File: src/rtl/conv_enc_pkg.sv
// Shared definitions for the 802.11a convolutional-encoder frame sequencer.
// Holds the DATA rate encodings, the sequencer state encoding, the error
// codes reported to the PHY top controller and the default field sizes.
package conv_enc_pkg;

   localparam int unsigned SIG_BITS_DEF  = 24;
   localparam int unsigned TAIL_BITS_DEF = 6;

   typedef enum logic [1:0] {
      RATE_1_2  = 2'd0,
      RATE_3_4  = 2'd1,
      RATE_2_3  = 2'd2,
      RATE_RSVD = 2'd3
   } rate_e;

   typedef enum logic [3:0] {
      ST_IDLE,
      ST_FLUSH_S,
      ST_SIG,
      ST_WAIT_S,
      ST_FLUSH_D,
      ST_DATA,
      ST_TAIL,
      ST_WAIT_D,
      ST_DONE,
      ST_ERR
   } state_e;

   typedef enum logic [1:0] {
      ERR_NONE    = 2'd0,
      ERR_MODE    = 2'd1,
      ERR_LEN     = 2'd2,
      ERR_TIMEOUT = 2'd3
   } err_e;

   // DATA phase spans FLUSH_D through DONE; everything else tags as SIGNAL.
   function automatic logic in_data_phase(input state_e st);
      return (st == ST_FLUSH_D) || (st == ST_DATA) || (st == ST_TAIL) ||
             (st == ST_WAIT_D)  || (st == ST_DONE);
   endfunction

endpackage

File: src/rtl/conv_enc_frame_ctrl_if.sv
// Bit-stream handshake between the frame sequencer, the upstream scrambler
// and the Convolutional_Encoder.
//   master : sequencer side (drives src_ready and all encoder controls)
//   slave  : environment side (scrambler source + encoder)
interface conv_enc_frame_ctrl_if;
   logic       src_valid;
   logic       src_bit;
   logic       src_ready;
   logic       enc_reset;
   logic [1:0] enc_mode;
   logic       enc_data_in;
   logic       enc_in_valid;
   logic       enc_out_valid;

   modport master (
      input  src_valid, src_bit, enc_out_valid,
      output src_ready, enc_reset, enc_mode, enc_data_in, enc_in_valid
   );

   modport slave (
      output src_valid, src_bit, enc_out_valid,
      input  src_ready, enc_reset, enc_mode, enc_data_in, enc_in_valid
   );
endinterface

File: src/rtl/conv_enc_rate_acc.sv
// Expected encoder-output accumulator. For every encoder input bit it adds
// the number of coded bits the selected rate produces, without a divider:
// rate 1/2 adds 2 per bit, rate 3/4 adds 4 per group of 3, rate 2/3 adds 3
// per group of 2.
//   clock, reset : system clock, synchronous active-high reset
//   clear_i      : zero exp_cnt and grp_cnt (field flush)
//   bit_i        : one encoder input bit accepted this cycle
//   mode_i       : rate applied to bit_i
//   exp_cnt_o    : accumulated expected output count
//   grp_nxt_o    : group position including this cycle's bit
module conv_enc_rate_acc
   import conv_enc_pkg::*;
#(
   parameter int unsigned CNT_W = 14
) (
   input  logic             clock,
   input  logic             reset,
   input  logic             clear_i,
   input  logic             bit_i,
   input  logic [1:0]       mode_i,
   output logic [CNT_W-1:0] exp_cnt_o,
   output logic [1:0]       grp_nxt_o
);

   logic [CNT_W-1:0] exp_q, exp_d;
   logic [1:0]       grp_q, grp_d;

   always_comb begin
      exp_d = exp_q;
      grp_d = grp_q;
      if (clear_i) begin
         exp_d = '0;
         grp_d = '0;
      end else if (bit_i) begin
         case (mode_i)
            RATE_1_2: begin
               exp_d = exp_q + CNT_W'(2);
               grp_d = '0;
            end
            RATE_3_4: begin
               if (grp_q == 2'd2) begin
                  grp_d = '0;
                  exp_d = exp_q + CNT_W'(4);
               end else begin
                  grp_d = grp_q + 2'd1;
               end
            end
            RATE_2_3: begin
               if (grp_q == 2'd1) begin
                  grp_d = '0;
                  exp_d = exp_q + CNT_W'(3);
               end else begin
                  grp_d = grp_q + 2'd1;
               end
            end
            default: ;
         endcase
      end
   end

   always_ff @(posedge clock) begin
      if (reset) begin
         exp_q <= '0;
         grp_q <= '0;
      end else begin
         exp_q <= exp_d;
         grp_q <= grp_d;
      end
   end

   assign exp_cnt_o = exp_q;
   assign grp_nxt_o = grp_d;

endmodule

File: src/rtl/conv_enc_frame_ctrl.sv
// Frame sequencer for the 802.11a Convolutional_Encoder. Runs one PPDU as a
// 24-bit rate-1/2 SIGNAL field followed by data_len payload bits plus 6 zero
// tail bits at the selected rate, flushing the encoder between fields and
// checking the encoder output count against the expected count.
//   clock, reset : system clock, synchronous active-high reset
//   start        : frame start pulse, sampled only in IDLE
//   rate_mode    : DATA rate (0 = 1/2, 1 = 3/4, 2 = 2/3, 3 = reserved)
//   data_len     : payload bits, sampled with start
//   bus          : scrambler source handshake and encoder controls
//   phase        : 0 = SIGNAL, 1 = DATA
//   out_cnt      : encoder outputs counted in the current field
//   busy         : high outside IDLE
//   done, err    : one-cycle completion / error pulses
//   err_code     : 1 reserved mode, 2 bad length, 3 timeout; held to next start
module conv_enc_frame_ctrl
   import conv_enc_pkg::*;
#(
   parameter int unsigned LEN_W     = 12,
   parameter int unsigned CNT_W     = 14,
   parameter int unsigned SIG_BITS  = SIG_BITS_DEF,
   parameter int unsigned TAIL_BITS = TAIL_BITS_DEF,
   parameter int unsigned TIMEOUT   = 64
) (
   input  logic                   clock,
   input  logic                   reset,
   input  logic                   start,
   input  logic [1:0]             rate_mode,
   input  logic [LEN_W-1:0]       data_len,
   conv_enc_frame_ctrl_if.master  bus,
   output logic                   phase,
   output logic [CNT_W-1:0]       out_cnt,
   output logic                   busy,
   output logic                   done,
   output logic                   err,
   output logic [1:0]             err_code
);

   localparam int unsigned WD_W = $clog2(TIMEOUT + 1);

   state_e            state_q, state_d;
   logic [1:0]        mode_q, mode_d;
   logic [LEN_W-1:0]  len_q, len_d;
   logic [LEN_W-1:0]  in_cnt_q, in_cnt_d;
   logic [CNT_W-1:0]  out_cnt_q, out_cnt_d;
   logic [WD_W-1:0]   wd_q, wd_d;
   logic [1:0]        err_code_q, err_code_d;

   logic              xfer;
   logic              tail_bit;
   logic              flush;
   logic [1:0]        enc_mode;
   logic [CNT_W-1:0]  exp_cnt;
   logic [1:0]        grp_nxt;

   // Source bits pass straight through to the encoder in the accepting cycle.
   assign xfer     = ((state_q == ST_SIG) || (state_q == ST_DATA)) && bus.src_valid;
   assign tail_bit = (state_q == ST_TAIL);
   assign flush    = (state_q == ST_FLUSH_S) || (state_q == ST_FLUSH_D);
   assign phase    = in_data_phase(state_q);
   assign enc_mode = phase ? mode_q : RATE_1_2;

   assign bus.src_ready    = (state_q == ST_SIG) || (state_q == ST_DATA);
   assign bus.enc_in_valid = xfer || tail_bit;
   assign bus.enc_data_in  = xfer && bus.src_bit;
   assign bus.enc_reset    = (state_q == ST_IDLE) || flush;
   assign bus.enc_mode     = enc_mode;

   assign busy     = (state_q != ST_IDLE);
   assign done     = (state_q == ST_DONE);
   assign err      = (state_q == ST_ERR);
   assign out_cnt  = out_cnt_q;
   assign err_code = err_code_q;

   conv_enc_rate_acc #(
      .CNT_W (CNT_W)
   ) u_acc (
      .clock     (clock),
      .reset     (reset),
      .clear_i   (flush),
      .bit_i     (bus.enc_in_valid),
      .mode_i    (enc_mode),
      .exp_cnt_o (exp_cnt),
      .grp_nxt_o (grp_nxt)
   );

   always_comb begin
      state_d    = state_q;
      mode_d     = mode_q;
      len_d      = len_q;
      in_cnt_d   = in_cnt_q;
      wd_d       = wd_q;
      err_code_d = err_code_q;
      out_cnt_d  = out_cnt_q;
      if (busy && bus.enc_out_valid) begin
         out_cnt_d = out_cnt_q + CNT_W'(1);
      end

      unique case (state_q)
         ST_IDLE: begin
            if (start) begin
               if (rate_mode == RATE_RSVD) begin
                  err_code_d = ERR_MODE;
                  state_d    = ST_ERR;
               end else begin
                  mode_d     = rate_mode;
                  len_d      = data_len;
                  err_code_d = ERR_NONE;
                  state_d    = ST_FLUSH_S;
               end
            end
         end
         ST_FLUSH_S: begin
            in_cnt_d  = '0;
            out_cnt_d = '0;
            state_d   = ST_SIG;
         end
         ST_SIG: begin
            if (xfer) begin
               in_cnt_d = in_cnt_q + LEN_W'(1);
               if (in_cnt_q == LEN_W'(SIG_BITS - 1)) begin
                  wd_d    = '0;
                  state_d = ST_WAIT_S;
               end
            end
         end
         ST_WAIT_S: begin
            if (out_cnt_q == exp_cnt) begin
               state_d = ST_FLUSH_D;
            end else if (wd_q == WD_W'(TIMEOUT - 1)) begin
               err_code_d = ERR_TIMEOUT;
               state_d    = ST_ERR;
            end else begin
               wd_d = wd_q + WD_W'(1);
            end
         end
         ST_FLUSH_D: begin
            in_cnt_d  = '0;
            out_cnt_d = '0;
            state_d   = (len_q == '0) ? ST_TAIL : ST_DATA;
         end
         ST_DATA: begin
            if (xfer) begin
               in_cnt_d = in_cnt_q + LEN_W'(1);
               if (in_cnt_q == len_q - LEN_W'(1)) begin
                  in_cnt_d = '0;
                  state_d  = ST_TAIL;
               end
            end
         end
         ST_TAIL: begin
            in_cnt_d = in_cnt_q + LEN_W'(1);
            if (in_cnt_q == LEN_W'(TAIL_BITS - 1)) begin
               in_cnt_d = '0;
               wd_d     = '0;
               // Group position must include the final tail bit, hence grp_nxt.
               if (grp_nxt == 2'd0) begin
                  state_d = ST_WAIT_D;
               end else begin
                  err_code_d = ERR_LEN;
                  state_d    = ST_ERR;
               end
            end
         end
         ST_WAIT_D: begin
            if (out_cnt_q == exp_cnt) begin
               state_d = ST_DONE;
            end else if (wd_q == WD_W'(TIMEOUT - 1)) begin
               err_code_d = ERR_TIMEOUT;
               state_d    = ST_ERR;
            end else begin
               wd_d = wd_q + WD_W'(1);
            end
         end
         ST_DONE: state_d = ST_IDLE;
         ST_ERR:  state_d = ST_IDLE;
         default: state_d = ST_IDLE;
      endcase
   end

   always_ff @(posedge clock) begin
      if (reset) begin
         state_q    <= ST_IDLE;
         mode_q     <= '0;
         len_q      <= '0;
         in_cnt_q   <= '0;
         out_cnt_q  <= '0;
         wd_q       <= '0;
         err_code_q <= '0;
      end else begin
         state_q    <= state_d;
         mode_q     <= mode_d;
         len_q      <= len_d;
         in_cnt_q   <= in_cnt_d;
         out_cnt_q  <= out_cnt_d;
         wd_q       <= wd_d;
         err_code_q <= err_code_d;
      end
   end

endmodule

File: src/flat_wrapper.sv
// flat-port wrapper written by rule: the top's interface ports become plain ports
module conv_enc_frame_ctrl_flat import conv_enc_pkg::*;
#(
   parameter int unsigned LEN_W     = 12,
   parameter int unsigned CNT_W     = 14,
   parameter int unsigned SIG_BITS  = SIG_BITS_DEF,
   parameter int unsigned TAIL_BITS = TAIL_BITS_DEF,
   parameter int unsigned TIMEOUT   = 64
)
  (clock, reset, start, rate_mode, data_len, phase, out_cnt, busy, done, err, err_code, bus_src_valid, bus_src_bit, bus_enc_out_valid, bus_src_ready, bus_enc_reset, bus_enc_mode, bus_enc_data_in, bus_enc_in_valid);
  conv_enc_frame_ctrl_if bus_i ();
  input  logic clock;
  input  logic reset;
  input  logic start;
  input  logic [1:0] rate_mode;
  input  logic [LEN_W-1:0] data_len;
  output logic phase;
  output logic [CNT_W-1:0] out_cnt;
  output logic busy;
  output logic done;
  output logic err;
  output logic [1:0] err_code;
  input wire logic [$bits(bus_i.src_valid)-1:0] bus_src_valid;
  input wire logic [$bits(bus_i.src_bit)-1:0] bus_src_bit;
  input wire logic [$bits(bus_i.enc_out_valid)-1:0] bus_enc_out_valid;
  output wire logic [$bits(bus_i.src_ready)-1:0] bus_src_ready;
  output wire logic [$bits(bus_i.enc_reset)-1:0] bus_enc_reset;
  output wire logic [$bits(bus_i.enc_mode)-1:0] bus_enc_mode;
  output wire logic [$bits(bus_i.enc_data_in)-1:0] bus_enc_data_in;
  output wire logic [$bits(bus_i.enc_in_valid)-1:0] bus_enc_in_valid;
  assign bus_i.src_valid = bus_src_valid;
  assign bus_i.src_bit = bus_src_bit;
  assign bus_i.enc_out_valid = bus_enc_out_valid;
  assign bus_src_ready = bus_i.src_ready;
  assign bus_enc_reset = bus_i.enc_reset;
  assign bus_enc_mode = bus_i.enc_mode;
  assign bus_enc_data_in = bus_i.enc_data_in;
  assign bus_enc_in_valid = bus_i.enc_in_valid;
  conv_enc_frame_ctrl #(.LEN_W(LEN_W), .CNT_W(CNT_W), .SIG_BITS(SIG_BITS), .TAIL_BITS(TAIL_BITS), .TIMEOUT(TIMEOUT)) u_core (.clock(clock), .reset(reset), .start(start), .rate_mode(rate_mode), .data_len(data_len), .bus(bus_i), .phase(phase), .out_cnt(out_cnt), .busy(busy), .done(done), .err(err), .err_code(err_code));
endmodule
File: config.mk
export PLATFORM = sky130hd
export DESIGN_NAME = conv_enc_frame_ctrl_flat
export DESIGN_NICKNAME = d
export VERILOG_FILES = /design/src/rtl/conv_enc_pkg.sv /design/src/rtl/conv_enc_frame_ctrl_if.sv /design/src/rtl/conv_enc_rate_acc.sv /design/src/rtl/conv_enc_frame_ctrl.sv /design/src/flat_wrapper.sv
export SDC_FILE = /design/constraint.sdc
export NUM_CORES = 1
export LEC_CHECK = 0
export CAP_MARGIN = 5
export CELL_PAD_IN_SITES_DETAIL_PLACEMENT = 1
export CELL_PAD_IN_SITES_GLOBAL_PLACEMENT = 1
export CORE_MARGIN = 3
export CORE_UTILIZATION = 45
export DETAILED_ROUTE_END_ITERATION = 8
export DONT_BUFFER_PORTS = 1
export GPL_TIMING_DRIVEN = 0
export PLACE_DENSITY_LB_ADDON = 0.1
export SLEW_MARGIN = 20
export SYNTH_ARGS = -nofsm -noshare
export SYNTH_HDL_FRONTEND = slang
export SYNTH_SLANG_ARGS = --single-unit
File: constraint.sdc
create_clock -name clock -period 3.5 [get_ports clock]
set_clock_uncertainty 0.2 [all_clocks]
set_input_delay 0.525 -clock clock [delete_from_list [all_inputs] [get_ports clock]]
set_output_delay 0.525 -clock clock [all_outputs]
set_load 0.01 [all_outputs]
==> results by group <==
Yosys
  • Mapped Area: 0.004766 mm²
  • Dominant synthesized flop cell: dfxtp_1
  • Syn Area/Cell: 7.839 µm²
  • Post-synth EDFFs: 0
  • Share of synthesized flip-flops with an asynchronous set or reset: 0
  • Register area share after synthesis: 0.2898
  • Synthesized instance count: 608
  • Synth Register Bits: 69
  • Syn_nets: 642
  • Yosys top cell by area: dfxtp_1
  • Post-synth top area share: 0.2898
  • Synth area leaders: dfxtp_1, xor2_1, a21oi_1
  • Synth unique cells: 77
  • Synth warnings: 0

Flow run
  • Total of max-cap violations: 0

Final layout
  • N_diodes: 0
  • Non-filler instance count after layout: 759
  • Net count, final: 655
  • Most frequent cells in the layout: dfxtp_1, nor2_1, nand2_1, a21oi_1, xor2_1
  • Fill cell count: 1274
  • Layout cells sized above 1: 0.1374
  • Layout area overhead: 9.373%
  • Commonest non-fill, non-tap cell in the layout: dfxtp_1

Drt
  • Initial DRC Count: 271
  • Met2 Wirelength: 6.177 mm
  • Vias: 4557
  • Avg WL per Cell: 19.11 µm
  • Pre-Repair DR Iteration Count: 5
  • Post-route ant nets: 0
  • DRC: 0
  • Vias per cell: 6.004
  • Top sig layer: met4
  • WL final: 14.51 mm
  • Wire length on met1: 7.384 mm
  • Met3 wire length: 788 µm

Hold path
  • Min-Delay Path Class: primary input to flop

Worst setup path
  • Crit path required time: 3.54 ns
  • Setup crit end kind: flop
  • R2R setup slack: 0.17 ns
  • CP max FO: 10
  • CP Class: flop to flop
  • CP Launch Type: flop
  • Worst EP arrival: 3.37 ns

Place
  • Hpwl dp: 10.65 mm
  • I/O Buffers: 0
  • GPL Wtd Cong: 0.9002
  • Post-Place Cells: 741

CTS
  • Hold_buf cts: 0
  • Clk slew on worst S/H paths: 0.09 ns
  • Root Driver: clkbuf_8
  • TritonCTS clock tree: built
  • H-tree depth: 3
  • Clock Path Buffers: 2
  • Total clock buffers created by CTS: 9
  • Clock sinks: 69
  • Clock Latency Late Sink: 0.36 ns

GRT
  • First-pass GRT wire length: 23.85 mm
  • Final global-route overflow total: 0
  • Initial antenna violation count: 0
  • Largest net degree at the start of global routing: 15
  • Total GRT Usage: 0.2547
  • Vias in the first global route: 4645

Status
  • Status: finished, final reports clean

Power
  • Power Internal: 1715 µW
  • Sw Pwr: 1470 µW
  • Pwr Total: 3186 µW
  • Clock power share: 0.204
  • Leakage Power: 0.001871 µW
  • Combinational share of power: 0.487
  • Pwr Density: 611.2 mW/mm²
  • Flop pwr share: 0.309
  • Peak VDD IR: 0.4112 mV
  • Switch share: 0.4615

Floorplanning
  • Core area: 0.01004 mm²
  • Die height: 108.9 µm
  • Die Wd: 108.9 µm
  • Die area: 0.01186 mm²
  • # rows: 36
  • IO Count: 46
  • Starting density of the core: 0.4745

STA
  • Final worst path period need: 3.326 ns
  • Slew HR: 0.3734
  • Fmax: 300.7 MHz
  • Final Hold Violating Endpoints: 0
  • Slew of the pin with the lowest slew margin: 0.9313 ns
  • RSZ-0062 raised after global routing: false
  • Slew Limit Fails: 0
  • Setup violators final: 0
  • Fin crit share: 0.9502
-- path summary, 6_finish.rpt --
check                                 start  cells past startpoint                               to
max          u_core.state_q[3]$_SDFFE_PP0P_                     14  u_core.err_code[0]$_SDFFE_PP0P_
max reg2reg  u_core.state_q[3]$_SDFFE_PP0P_                     14  u_core.err_code[0]$_SDFFE_PP0P_
min reg2reg     u_core.wd_q[1]$_SDFFE_PP0P_                      2      u_core.wd_q[1]$_SDFFE_PP0P_
min                                   start                      1  u_core.err_code[1]$_SDFFE_PP0P_
-- synthesized netlist by cell type (6+ instances only) --
library cell / count
inv_1: 27
nand4_1: 13
ha_1: 14
clkbuf_1: 21
xor2_1: 44
and3_1: 8
a211oi_1: 8
dfxtp_1: 69
o21ai_0: 29
nand2_1: 54
nand2b_1: 6
nor3_1: 20
buf_2: 15
nor2b_1: 7
nor2_1: 57
nor3_2: 11
or3_1: 7
nor4_1: 7
a21oi_1: 50
xnor2_1: 16
nand3_1: 24
-- per-layer routing --
layer / track usage / up-vias
li1: - / 2197
met4: 0.05771 / 0
met3: 0.05033 / 12
met5: 0 / -
met1: 0.3738 / 2228
met2: 0.3838 / 120
-- power groups by stage --
stage / clock network (µW) / logic (µW) / registers [µW]
detailed placement: 0 / 1480 / 1000
finish: 650 / 1550 / 986
global placement: 0 / 1420 / 993
CTS: 672 / 1540 / 982
global route: 700 / 1700 / 998
floorplan: 0 / 1140 / 963
-- state kept, by name, summed over array words and instances (netlist names) --
name / count
u_core.out_cnt: 14
u_core.mode_q: 2
u_core.u_acc.exp_cnt_o: 14
u_core.in_cnt_q: 12
u_core.len_q: 12
u_core.u_acc.grp_q: 2
u_core.state_q: 4
u_core.err_code: 2
u_core.wd_q: 7
-- what timing repair did --
action                                  4_1_cts  5_1_grt
endpoints found under the setup margin       18       17
setup buffers                                 2        0
resized for setup                            15       11
pin swaps                                     2        2
-- logic make-up (layout without fill, tap and decap cells) --
logic type                 Yosys count  in the layout  synth area share
AOI/OAI and AO/OA                  142            142            0.2003
xor gates and xnor gates            61             61            0.1137
adders and majority gates           14             14           0.03676
buffers and inverters               66             84           0.06012
DFF                                 69             69            0.2898
muxes                                3              3          0.006301
and+or+nand+nor                    253            253            0.2930
-- worst max-delay path: stages, from the launching register on --
cell,delay (ns)
dfxtp_2,0.38
buf_6,0.16
clkinvlp_4,0.11
nor4_4,0.33
nand2b_4,0.23
and2_2,0.23
inv_1,0.08
ha_1,0.23
inv_1,0.20
o21ai_0,0.15
o32a_1,0.35
nor2_2,0.19
nor3_1,0.13
mux2i_1,0.17
nor2_1,0.05
-- per-stage QoR --
| stage | setup slack (ns) | utilization | TNS [ns] | instance area (µm²) | hold WS (ns) |
|---|---|---|---|---|---|
| floorplan | 0.004745 | - | 0 | 4772 | 0.2487 |
| global placement | -1.170 | 0.4917 | -13.41 | 4938 | 0.2631 |
| detailed placement | -1.283 | 0.4917 | -14.91 | 4938 | 0.2770 |
| CTS | 0.02700 | 0.5169 | 0 | 5192 | 0.03237 |
| global route | 0.002435 | 0.5189 | 0 | 5213 | 0.02547 |
| finish | 0.1742 | 0.5189 | 0 | 5213 | 0.04718 |
-- cell type report --
type	count	area [µm²]	share of cell area
Sequential cell	69	1383	0.2652
Tap cell	133	166.4	0.03193
Clock inverter	6	52.55	0.01008
Buffer	39	201.4	0.03865
Multi-Input combinational cell	473	3149	0.6042
Timing Repair Buffer	2	15.01	0.002880
Clock buffer	10	137.6	0.02640
Inverter	27	107.6	0.02064
Note: power is estimated with default switching activity, not from simulation.
